==> config.mk <==
export PLATFORM = sky130hd
export DESIGN_NAME = wave_dac_driver
export DESIGN_NICKNAME = d
export VERILOG_FILES = /design/src/rtl/wave_dac_driver.sv
export SDC_FILE = /design/constraint.sdc
export NUM_CORES = 1
export LEC_CHECK = 0
export BUFFER_PORTS_ARGS = -buffer_cell sky130_fd_sc_hd__buf_4
export CELL_PAD_IN_SITES_DETAIL_PLACEMENT = 0
export CELL_PAD_IN_SITES_GLOBAL_PLACEMENT = 2
export CORE_ASPECT_RATIO = 0.7
export CORE_MARGIN = 10
export CORE_UTILIZATION = 28
export CTS_BUF_LIST = sky130_fd_sc_hd__clkbuf_16
export DETAILED_ROUTE_END_ITERATION = 8
export PLACE_DENSITY = 0.54
export SYNTH_ARGS = -nofsm -noshare
export SYNTH_HDL_FRONTEND = slang
export SYNTH_SLANG_ARGS = --single-unit
==> constraint.sdc <==
create_clock -name clk -period 3.71 [get_ports clk]
set_clock_uncertainty 0.05 [all_clocks]
set_input_delay 0 -clock clk [delete_from_list [all_inputs] [get_ports clk]]
set_output_delay 0 -clock clk [all_outputs]
set_load 0.1 [all_outputs]
==> src/rtl/wave_dac_driver.sv <==
// Gain/saturate signed samples into an offset-binary FIFO and pace them out to an R-2R DAC.
// Optional DAC_UNDERFLOW_CNT_EN adds a saturating underflow_cnt output.
module wave_dac_driver #(
  parameter int DataWidth = 16,
  parameter int FifoDepth = 8,
  parameter int DivWidth  = 16
) (
  input  logic                             clk,
  input  logic                             rst,
  input  logic [DataWidth-1:0]             sample_in,
  input  logic                             sample_valid,
  output logic                             sample_ready,
  input  logic [7:0]                       gain,
  input  logic [DivWidth-1:0]              div,
  input  logic                             enable,
  output logic [DataWidth-1:0]             dac_out,
  output logic                             dac_strobe,
  output logic                             underflow,
  output logic [$clog2(FifoDepth+1)-1:0]   fifo_level
`ifdef DAC_UNDERFLOW_CNT_EN
  ,
  output logic [15:0]                      underflow_cnt
`endif
);

  localparam int AddrWidth  = $clog2(FifoDepth);
  localparam int LevelWidth = $clog2(FifoDepth + 1);
  localparam int ProdWidth  = DataWidth + 9;
  localparam logic [LevelWidth-1:0] FullLevel = LevelWidth'(FifoDepth);
  localparam logic [LevelWidth-1:0] HalfLevel = LevelWidth'(FifoDepth / 2);
  localparam logic signed [ProdWidth-1:0] SatMax =
    {{(ProdWidth-DataWidth+1){1'b0}}, {(DataWidth-1){1'b1}}};
  localparam logic signed [ProdWidth-1:0] SatMin =
    {{(ProdWidth-DataWidth+1){1'b1}}, {(DataWidth-1){1'b0}}};

  typedef enum logic [1:0] {IDLE, FILL, RUN} state_t;
  state_t state, state_next;

  logic [DataWidth-1:0]        mem [FifoDepth];
  logic [AddrWidth-1:0]        wr_ptr, rd_ptr;
  logic [DivWidth-1:0]         div_cnt;
  logic                        full, empty, push, pop, tick;
  logic signed [ProdWidth-1:0] sample_ext, gain_ext, prod, shifted, clipped;
  logic [DataWidth-1:0]        code;

  assign full         = (fifo_level == FullLevel);
  assign empty        = (fifo_level == '0);
  assign sample_ready = !full;
  assign push         = sample_valid && sample_ready;

  // Gain is zero-extended so the product stays signed; offset binary = MSB flipped.
  always_comb begin
    sample_ext = ProdWidth'($signed(sample_in));
    gain_ext   = ProdWidth'({1'b0, gain});
    prod       = sample_ext * gain_ext;
    shifted    = prod >>> 7;
    if (shifted > SatMax)      clipped = SatMax;
    else if (shifted < SatMin) clipped = SatMin;
    else                       clipped = shifted;
    code = {~clipped[DataWidth-1], clipped[DataWidth-2:0]};
  end

  always_ff @(posedge clk or posedge rst) begin
    if (rst) state <= IDLE;
    else     state <= state_next;
  end

  always_comb begin
    state_next = state;
    if (!enable) begin
      state_next = IDLE;
    end else begin
      case (state)
        IDLE:    state_next = FILL;
        FILL:    if (fifo_level >= HalfLevel) state_next = RUN;
        RUN:     state_next = RUN;
        default: state_next = IDLE;
      endcase
    end
  end

  always_comb begin
    tick = (state == RUN) && (div_cnt == div);
    pop  = tick && !empty;
  end

  always_ff @(posedge clk or posedge rst) begin
    if (rst)                div_cnt <= '0;
    else if (state != RUN)  div_cnt <= '0;
    else if (tick)          div_cnt <= '0;
    else                    div_cnt <= div_cnt + DivWidth'(1);
  end

  always_ff @(posedge clk) begin
    if (push) mem[wr_ptr] <= code;
  end

  always_ff @(posedge clk or posedge rst) begin
    if (rst) begin
      wr_ptr     <= '0;
      rd_ptr     <= '0;
      fifo_level <= '0;
    end else begin
      if (push) wr_ptr <= wr_ptr + AddrWidth'(1);
      if (pop)  rd_ptr <= rd_ptr + AddrWidth'(1);
      case ({push, pop})
        2'b10:   fifo_level <= fifo_level + LevelWidth'(1);
        2'b01:   fifo_level <= fifo_level - LevelWidth'(1);
        default: fifo_level <= fifo_level;
      endcase
    end
  end

  always_ff @(posedge clk or posedge rst) begin
    if (rst) begin
      dac_out    <= {1'b1, {(DataWidth-1){1'b0}}};
      dac_strobe <= 1'b0;
      underflow  <= 1'b0;
    end else begin
      dac_strobe <= tick;
      underflow  <= tick && empty;
      if (pop) dac_out <= mem[rd_ptr];
    end
  end

`ifdef DAC_UNDERFLOW_CNT_EN
  always_ff @(posedge clk or posedge rst) begin
    if (rst)
      underflow_cnt <= '0;
    else if (state == IDLE && state_next == FILL)
      underflow_cnt <= '0;
    else if (tick && empty && underflow_cnt != '1)
      underflow_cnt <= underflow_cnt + 16'd1;
  end
`endif

endmodule

==> results of run 1 <==
==> final cells by class <==
| type | count | area, sq um | area share (%) |
|---|---|---|---|
| inverters | 162 | 613 | 4.12 |
| clock buffers | 17 | 425 | 2.86 |
| repair buffers | 194 | 1660 | 11.2 |
| clock inverters | 15 | 118 | 0.791 |
| multi-input cells | 582 | 6380 | 42.9 |
| flip-flops and latches | 174 | 5000 | 33.6 |
| well taps | 544 | 681 | 4.58 |
==> logic make-up (layout without fill, tap and decap cells) <==
| group | after synthesis | after routing |
|---|---|---|
| AND/OR/NAND/NOR | 233 | 233 |
| buffers and inverters | 189 | 388 |
| flip-flops | 174 | 174 |
| adder cells (fa/ha/maj) | 157 | 157 |
| AO/OA/AOI/OAI | 79 | 79 |
| XOR/XNOR | 60 | 60 |
| multiplexers | 53 | 53 |
==> critical path: cells and delay by family <==
kind                       cells  cell delay [ns]
AOI/OAI and AO/OA              7             1.36
adders and majority gates      5             2.34
buffers and inverters          4             0.36
and+or+nand+nor                2             0.31
==> state kept, by name, indices dropped and copies added (netlist names) <==
name,flops
underflow,1
fifo_level,4
wr_ptr,3
dac_strobe,1
div_cnt,16
dac_out,16
state,2
rd_ptr,3
mem,128
==> worst max-delay path by stage <==
stage,from,to,slack (ns),cells after the start
after global routing,sample_in[6],mem[4][1],-0.73,18
final,sample_in[6],mem[4][1],-0.54,18
after CTS,sample_in[6],mem[2][1],-0.56,18
after detailed placement,gain[2],mem[6][10],-1.32,18
after floorplan,gain[0],mem[0][10],-0.67,19
after global placement,gain[2],mem[4][14],-1.25,18
==> Yosys cell counts, types with 4 or more instances <==
| master | n | area share, % |
|---|---|---|
| inv_1 | 162 | 5.2 |
| edfxtp_1 | 128 | 33 |
| fa_1 | 102 | 18 |
| nand2_1 | 81 | 2.6 |
| and2_1 | 73 | 3.9 |
| ha_1 | 55 | 5.9 |
| dfrtp_1 | 45 | 9.7 |
| xnor2_1 | 45 | 3.4 |
| mux4_2 | 32 | 6.2 |
| nor2_1 | 32 | 1.0 |
| o21ai_0 | 22 | 0.95 |
| clkbuf_1 | 21 | 0.68 |
| mux2i_1 | 19 | 1.6 |
| xor2_1 | 15 | 1.1 |
| a21o_1 | 12 | 0.77 |
| a21oi_1 | 12 | 0.52 |
| nand3_1 | 11 | 0.47 |
| nand4_1 | 8 | 0.43 |
| and3_1 | 6 | 0.32 |
| nor3_1 | 6 | 0.26 |
| a21o_2 | 5 | 0.38 |
| nor2b_1 | 5 | 0.27 |
| a31oi_1 | 4 | 0.21 |
| o21a_1 | 4 | 0.26 |
==> through the flow <==
stage	power, mW	setup slack (ns)
6_report	15.4	-0.542
3_5_place_dp	12.9	-1.32
5_1_grt	16.7	-0.728
2_1_floorplan	9.98	-0.667
4_1_cts	15.3	-0.558
3_3_place_gp	12.8	-1.25
==> report_power, final <==
part | total (mW) | switching (mW) | internal, mW
logic | 9.08 | 4.93 | 4.15
clock network | 1.68 | 0.758 | 0.920
registers | 4.65 | 0.203 | 4.45
==> metal layers <==
| layer | wire length [microns] | GRT usage [%] | vias to the layer above |
|---|---|---|---|
| met5 | 0 | 0 | - |
| met4 | 165 | 1.97 | 0 |
| met3 | 542 | 1.91 | 14 |
| met2 | 12400 | 18.3 | 53 |
| met1 | 14500 | 16.4 | 3672 |
| li1 | - | - | 3500 |
==> what timing repair did <==
| item | 4_1_cts | 5_1_grt |
|---|---|---|
| endpoints found under the setup margin | 128 | 128 |
| hold buffers | 4 | 0 |
| buffers inserted | 5 | 3 |
| pin swaps | 24 | 13 |
| endpoints found under the hold margin | 37 | 0 |
| gates resized for setup | 37 | 31 |
| cloned | 0 | 2 |
==> flow_metrics.tcl, run 1 <==
set metrics [dict create \
    finalWirelength_microns 27600 \
    die_y_microns 191 \
    portBuffers 66 \
    cp.required_ns 3.84 \
    drc 0 \
    r2r_end "fifo_level[3]" \
    std_cell_rows 62 \
    synth_xor_area_share_pct 4.51 \
    final_max_slew_viol_count 0 \
    grt_pass1_wl_microns 45900 \
    max_freq_mhz 235 \
    synthAdderAreaFrac_pct 23.4 \
    synth_ff_type "edfxtp_1" \
    core_sq_um 41000 \
    p_leak_nw 6.26 \
    gp_congestion 0.711 \
    final_cell_mix "buf_4 (169), inv_1 (145), edfxtp_1 (128), fa_1 (96), nand2_1 (69)" \
    cts_num_sinks 174 \
    hold_viol_final 0 \
    layout.cells.most_common "buf_4" \
    syn_area_sq_um 11600 \
    cts.clk_slew.worst_paths_ns 0.06 \
    synth_area_per_cell_sq_um 12.3 \
    viasPerCell 4.29 \
    r2r_start "div_cnt[5]" \
    area_growth_pct 27.7 \
    die-area_sq_um 50300 \
    max-slew-margin-rel_pct 25.5 \
    dp_cells 1642 \
    crit_path_frequent_cell "fa_1" \
    syn-num-nets 1146 \
    ant_nets 0 \
    min_to "dac_strobe" \
    diodes 0 \
    synth-simple-area-share_pct 10.0 \
    p_per_area_nw_per_um2 1040 \
    worstMarginPinSlew_ns 1.12 \
    drt_iter0_markers 379 \
    synthCells 945 \
    io_pins 67 \
    final_util_pct 36.2 \
    numCtsBuffers 17 \
    root_buffer "clkbuf_16" \
    place_hpwl_microns 20400 \
    n_fill_cell 4072 \
    clkLatencyLatePin_ns 0.43 \
    synth_top_family_by_area "adder cells" \
    dpl_cell_area_sq_um 13900 \
    cts_tree "yes" \
    fin_hold_ws_ns 0.0391 \
    grt_max_degree 35 \
    initial_core_util_pct 28.4 \
    setup_viol 128 \
    stdcell_count 1688 \
    path_cells "buf_12 > and2_4 > fa_1 > fa_1 > fa_1 > inv_2 > fa_1 > inv_2 > ha_4 > nand4_1 > a2111oi_4 > a211o_4 > a41oi_4 > a31oi_1 > o2bb2ai_2 > a21oi_4 > buf_12 > o21a_4" \
    synth_compound_area_share_pct 4.90 \
    ir_drop_mv 0.980 \
    criticalPathCategory "in2reg" \
    grt.overflow.total 0 \
    finalCritPeriodShare_pct 115 \
    die_w_microns 264 \
    yosysUniqueCellTypes 53 \
    path_max_fanout 8 \
    maxCapViolations 0 \
    hp-start "div[13]" \
    min_period_ns 4.25 \
    grt_pass1_vias 8238 \
    ys_async_sr_fraction_pct 26.4 \
    antenna_found_initial 0 \
    rsz0062_at_grt "yes" \
    ys_ff_latch 174 \
    synth-edff-count 128 \
    reg2reg_depth 13 \
    tns_ns -66.86 \
    end_kind "register" \
    wire_per_inst_microns 16.4 \
    htreeDepth 4 \
    r2r_setup_slack_ns 0.67 \
    cts_buffer_depth 2 \
    drt-pass1-iter-count 4 \
    gr-usage-all-layers_pct 11.5 \
    synth_warnings 0 \
    cp.arrival_ns 4.38 \
    failed_checks "setup timing" \
    max_stage_delay_ns 0.57 \
    crit_path_top_delay_cell "fa_1" \
    final_nets 1332 \
    vias 7239 \
    startpoint_type "primary input" \
    hold_class "in2reg" \
    drive_gt1_share_pct 30.5 \
    hold_depth 6 \
    setup_ws_ns -0.542 \
    synthMuxAreaShare_pct 8.01 \
    yosysSeqAreaShare_pct 42.9 \
    final_cell_area_sq_um 14900 \
    run_status "finished, violations left" \
]
(Power assumes the default switching activity.)
==> run 2, diff against run 1 <==
--- a/config.mk
+++ b/config.mk
@@ -8,7 +8,7 @@
 export BUFFER_PORTS_ARGS = -buffer_cell sky130_fd_sc_hd__buf_4
 export CELL_PAD_IN_SITES_DETAIL_PLACEMENT = 0
 export CELL_PAD_IN_SITES_GLOBAL_PLACEMENT = 2
-export CORE_ASPECT_RATIO = 0.7
+export CORE_ASPECT_RATIO = 1.25
 export CORE_MARGIN = 10
 export CORE_UTILIZATION = 28
 export CTS_BUF_LIST = sky130_fd_sc_hd__clkbuf_16
==> run 2 against run 1 <==
Compared with the run above: highest routed layer unchanged; the run still ends with setup timing left; cell area grew 1.5%; critical path depth grew 2; count of clock-buffer cells in the layout is the same; first-iteration DRC count shrank 21%; critical endpoint is now mem[0][13].
==> flow_metrics.tcl, run 2 (synthesized netlist as in run 1, its figures left out) <==
set metrics [dict create \
    run_status "finished, violations left" \
    failed_checks "setup timing" \
    grt_pass1_vias 8011 \
    grt_pass1_wl_microns 45200 \
    die_y_microns 248 \
    area_growth_pct 29.6 \
    top_register "mem" \
    final_cell_mix "buf_4 (164), inv_1 (138), edfxtp_1 (128), fa_1 (94), nand2_1 (65)" \
    p_total_mw 15.5 \
    portBuffers 66 \
    gr-usage-all-layers_pct 11.5 \
    grt.overflow.total 0 \
    final_util_pct 36.7 \
    rsz0062_at_grt "yes" \
    io_pins 67 \
    vias 7134 \
    hp-start "div[13]" \
    finalWirelength_microns 27800 \
    worstMarginPinSlew_ns 0.955 \
    maxCapViolations 0 \
    cp.required_ns 3.83 \
    root_buffer "clkbuf_16" \
    die_w_microns 202 \
    diodes 0 \
    hold_depth 6 \
    initial_core_util_pct 28.3 \
    p_leak_nw 6.33 \
    cts_num_sinks 174 \
    drt_iter0_markers 298 \
    hold_viol_final 0 \
    die-area_sq_um 50200 \
    setup_ws_ns -0.474 \
    drt-pass1-iter-count 4 \
    fin_hold_ws_ns 0.0364 \
    path_max_fanout 8 \
    antenna_found_initial 0 \
    std_cell_rows 83 \
    end_kind "register" \
    r2r_start "div_cnt[5]" \
    drive_gt1_share_pct 33.1 \
    final_nets 1331 \
    grt_max_degree 35 \
    htreeDepth 4 \
    cp.arrival_ns 4.31 \
    finalCritPeriodShare_pct 113 \
    cts_buffer_depth 2 \
    final_max_slew_viol_count 0 \
    cts_tree "yes" \
    max_freq_mhz 239 \
    numCtsBuffers 17 \
    viasPerCell 4.21 \
    layout.cells.most_common "buf_4" \
    p_per_area_nw_per_um2 1030 \
    top_regs "mem (128), dac_out (16), div_cnt (16)" \
    n_fill_cell 4147 \
    place_hpwl_microns 20700 \
    largest_reg_flops 128 \
    tns_ns -58.52 \
    reg2reg_depth 13 \
    r2r_setup_slack_ns 0.56 \
    min_period_ns 4.18 \
    wire_per_inst_microns 16.4 \
    max-slew-margin-rel_pct 36.3 \
    min_to "underflow" \
    criticalPathCategory "in2reg" \
    startpoint_type "primary input" \
    drc 0 \
    gp_congestion 0.712 \
    hold_class "in2reg" \
    r2r_end "fifo_level[3]" \
    clkLatencyLatePin_ns 0.43 \
    setup_viol 128 \
    ir_drop_mv 0.750 \
    cts.clk_slew.worst_paths_ns 0.07 \
    ant_nets 0 \
    core_sq_um 41100 \
]
==> run 2: cell count changes in the layout (fill, tap and decap cells not counted), moves of 3 or more <==
cell	change
inv_1	-7
and2_1	-6
and2_4	+6
inv_2	+6
buf_4	-5
nand2_1	-4
clkinv_1	-3
nand2_2	+3
xnor2_1	-3
xnor2_2	+3
==> run 2: where the power goes <==
group / internal [mW] / leakage [nW] / switching [mW]
Combinational: 4.25 / 4.27 / 4.88
Sequential: 4.45 / 1.78 / 0.194
Clock: 1.00 / 0.283 / 0.750
==> run 2: how the worst max path moves through the flow <==
stage,from,endpoint,slack [ns],cells after the start
global placement,gain[2],mem[4][10],-1.26,18
global route,gain[2],mem[6][2],-0.59,19
CTS,sample_in[7],mem[5][8],-0.52,19
detailed placement,gain[2],mem[5][11],-1.26,18
floorplan,gain[0],mem[0][10],-0.67,19
finish,gain[5],mem[0][13],-0.47,20
==> run 2: cell type report <==
type,instances,area (sq um),area share (%)
multi-input combinational,582,6480,42.9
sequential,174,5000,33.1
timing repair buffer,193,1730,11.5
tap,552,691,4.58
inverter,162,613,4.06
clock buffer,17,425,2.82
clock inverter,15,159,1.05
==> run 2: what timing repair did <==
action,in CTS,in global routing
hold buffers,4,0
setup endpoints to repair,128,128
buffers inserted,4,3
gates resized for setup,68,39
endpoints found under the hold margin,26,0
pin swaps,30,38
cloned,3,2
==> run 2: through the flow <==
stage / setup WS, ns / cell area [sq um] / std cells
6_report: -0.474 / 15100 / 1695
5_1_grt: -0.592 / 15100 / 1695
4_1_cts: -0.521 / 14900 / 1690
3_5_place_dp: -1.26 / 13900 / 1647
3_3_place_gp: -1.26 / 13900 / 1647
2_1_floorplan: -0.667 / 12000 / 945
==> run 2: critical path, stage by stage <==
cell       delay, ns
buf_12          0.12
buf_6           0.12
and2_4          0.13
fa_2            0.58
inv_2           0.06
fa_1            0.51
inv_2           0.04
fa_1            0.49
inv_2           0.04
fa_1            0.54
inv_2           0.05
ha_4            0.21
a21o_1          0.15
a21o_1          0.20
a41oi_4         0.25
a31oi_1         0.12
o21ai_1         0.23
a21oi_4         0.08
clkbuf_16       0.18
a21o_4          0.21
==> run 2: layer usage <==
| layer | up-vias | global-route usage [%] | routed length [microns] |
|---|---|---|---|
| met4 | 0 | 3.10 | 348 |
| met2 | 74 | 21.0 | 14700 |
| met3 | 14 | 1.72 | 592 |
| met1 | 3545 | 13.8 | 12100 |
| li1 | 3501 | - | - |
| met5 | - | 0 | 0 |
==> run 3, diff against run 2 <==
--- a/config.mk
+++ b/config.mk
@@ -13,7 +13,7 @@
 export CORE_UTILIZATION = 28
 export CTS_BUF_LIST = sky130_fd_sc_hd__clkbuf_16
 export DETAILED_ROUTE_END_ITERATION = 8
-export PLACE_DENSITY = 0.54
+export PLACE_DENSITY = 0.57
 export SYNTH_ARGS = -nofsm -noshare
 export SYNTH_HDL_FRONTEND = slang
 export SYNTH_SLANG_ARGS = --single-unit
==> constraint.sdc (replaced) <==
create_clock -name clk -period 3.66 [get_ports clk]
set_clock_uncertainty 0.05 [all_clocks]
set_input_delay 0 -clock clk [delete_from_list [all_inputs] [get_ports clk]]
set_output_delay 0 -clock clk [all_outputs]
set_load 0.1 [all_outputs]
==> run 3 against run 2 <==
Compared with the run above: the run still ends with setup timing left; worst hold slack is essentially flat; sequential share of layout area grew 0.53 points; first-iteration DRC count shrank 5.4%; combinational power grew 1%; core utilization shrank 0.57 points; final cell count shrank 0.83%; critical endpoint is now mem[4][10]; largest power group unchanged.
==> flow_metrics.tcl, run 3 (synthesized netlist as in run 1, its figures left out) <==
set metrics [dict create \
    run_status "finished, violations left" \
    failed_checks "setup timing" \
    dpl_cell_area_sq_um 13800 \
    drive_gt1_share_pct 30.8 \
    setup_viol 128 \
    area_growth_pct 27.5 \
    gr-usage-all-layers_pct 10.9 \
    rsz0062_at_grt "yes" \
    top_register "mem" \
    final_cell_mix "buf_4 (156), inv_1 (145), edfxtp_1 (128), fa_1 (96), nand2_1 (69)" \
    htreeDepth 4 \
    startpoint_type "primary input" \
    core_sq_um 41100 \
    place_hpwl_microns 19900 \
    wire_per_inst_microns 15.7 \
    grt_max_degree 47 \
    path_max_fanout 8 \
    ir_drop_mv 0.814 \
    diodes 0 \
    drc 0 \
    cts_tree "yes" \
    max_stage_delay_ns 0.53 \
    hold_viol_final 0 \
    regArea_sq_um 5000 \
    path_cells "buf_16 > buf_12 > nand2_4 > fa_1 > inv_1 > fa_1 > inv_2 > fa_1 > fa_1 > inv_2 > ha_4 > a211oi_4 > o21ai_2 > a211o_4 > a41oi_4 > a31oi_2 > o2bb2ai_2 > a21oi_4 > clkbuf_16 > a21o_4" \
    finalWirelength_microns 26400 \
    grt_pass1_vias 8038 \
    die_w_microns 202 \
    drt-pass1-iter-count 4 \
    initial_core_util_pct 28.3 \
    grt.overflow.total 0 \
    finalCritPeriodShare_pct 118 \
    portBuffers 66 \
    vias 7070 \
    cp_top_family "adder cells" \
    root_buffer "clkbuf_16" \
    crit_path_frequent_cell "fa_1" \
    drt_iter0_markers 282 \
    max-slew-margin-rel_pct 33.9 \
    p_total_mw 15.7 \
    clkLatencyLatePin_ns 0.41 \
    die_y_microns 248 \
    cts.clk_slew.worst_paths_ns 0.07 \
    final_cell_area_sq_um 14900 \
    cts_num_sinks 174 \
    largest_reg_flops 128 \
    cp.buffers_inverters 6 \
    hold_class "in2reg" \
    die-area_sq_um 50200 \
    std_cell_rows 83 \
    final_max_slew_viol_count 0 \
    criticalPathCategory "in2reg" \
    cts_buffer_depth 2 \
    top_regs "mem (128), dac_out (16), div_cnt (16)" \
    grt_pass1_wl_microns 43400 \
    layout.cells.most_common "buf_4" \
    ant_nets 0 \
    tns_ns -83.51 \
    numCtsBuffers 17 \
    maxCapViolations 0 \
    viasPerCell 4.21 \
    gp_congestion 0.700 \
    min_period_ns 4.33 \
    setup_ws_ns -0.672 \
    cp.arrival_ns 4.44 \
    final_nets 1317 \
    end_kind "register" \
    multi_input_area_sq_um 6450 \
    io_pins 67 \
    n_fill_cell 4168 \
    worstMarginPinSlew_ns 0.991 \
    p_per_area_nw_per_um2 1060 \
    cp.required_ns 3.77 \
    crit_path_top_delay_cell "fa_1" \
    p_leak_nw 6.19 \
    antenna_found_initial 0 \
    max_freq_mhz 231 \
]
==> run 3: routing by layer <==
layer	part of all wire [%]	vias to the layer above	track usage [%]	routed length [microns]
li1	-	3456	-	-
met2	51	100	19.4	13400
met3	2.3	13	1.40	614
met4	0.91	0	2.83	240
met1	46	3501	13.6	12100
met5	0	-	0	0
==> run 3: worst register-to-register path, delay by kind of cell, from the launching register on <==
family          cells  cell delay [ns]
simple gates        5             1.10
xor+xnor            3             0.51
fa+ha+maj           2             0.44
flops               1             0.42
compound gates      2             0.35
buf+inv             1             0.10
==> run 3: timing repair <==
item / 4_1_cts / 5_1_grt
gates cloned: 0 / 1
buffers inserted: 8 / 0
endpoints found under the hold margin: 50 / 0
pin swaps: 22 / 22
hold buffers: 4 / 0
gates resized for setup: 49 / 26
endpoints found under the setup margin: 128 / 128
==> run 3: area by class of cell <==
cell class,count,share of cell area [%]
clock buffers,17,2.86
multi-input cells,582,43.4
clock inverters,15,0.977
well taps,552,4.65
inverters,162,4.11
flip-flops and latches,174,33.7
repair buffers,179,10.3
==> run 3: report_power, final <==
group	internal, mW	switching, mW
combinational	4.27	4.97
sequential	4.51	0.204
clock	1.00	0.740
total	9.77	5.91
==> run 3: stage by stage <==
stage,setup slack [ns],hold slack (ns),utilization (%),std cells
4_1_cts,-0.703,0.0396,35.8,1680
3_5_place_dp,-1.33,0.206,33.6,1636
6_report,-0.672,0.0361,36.1,1681
3_3_place_gp,-1.26,0.194,33.6,1636
5_1_grt,-0.787,0.0901,36.1,1681
2_1_floorplan,-0.717,0.0877,-,945
==> run 3: path summary, 6_finish.rpt <==
path,depth (start not counted),slack [ns],startpoint,to
max,20,-0.67,gain[2],mem[4][10]
min,6,0.04,div[2],dac_strobe
max reg2reg,13,0.58,div_cnt[13],fifo_level[3]
min reg2reg,2,0.43,dac_out[15],dac_out[15]
max in group asynchronous,3,2.55,rst,rd_ptr[0]
min in group asynchronous,3,0.33,rst,dac_strobe
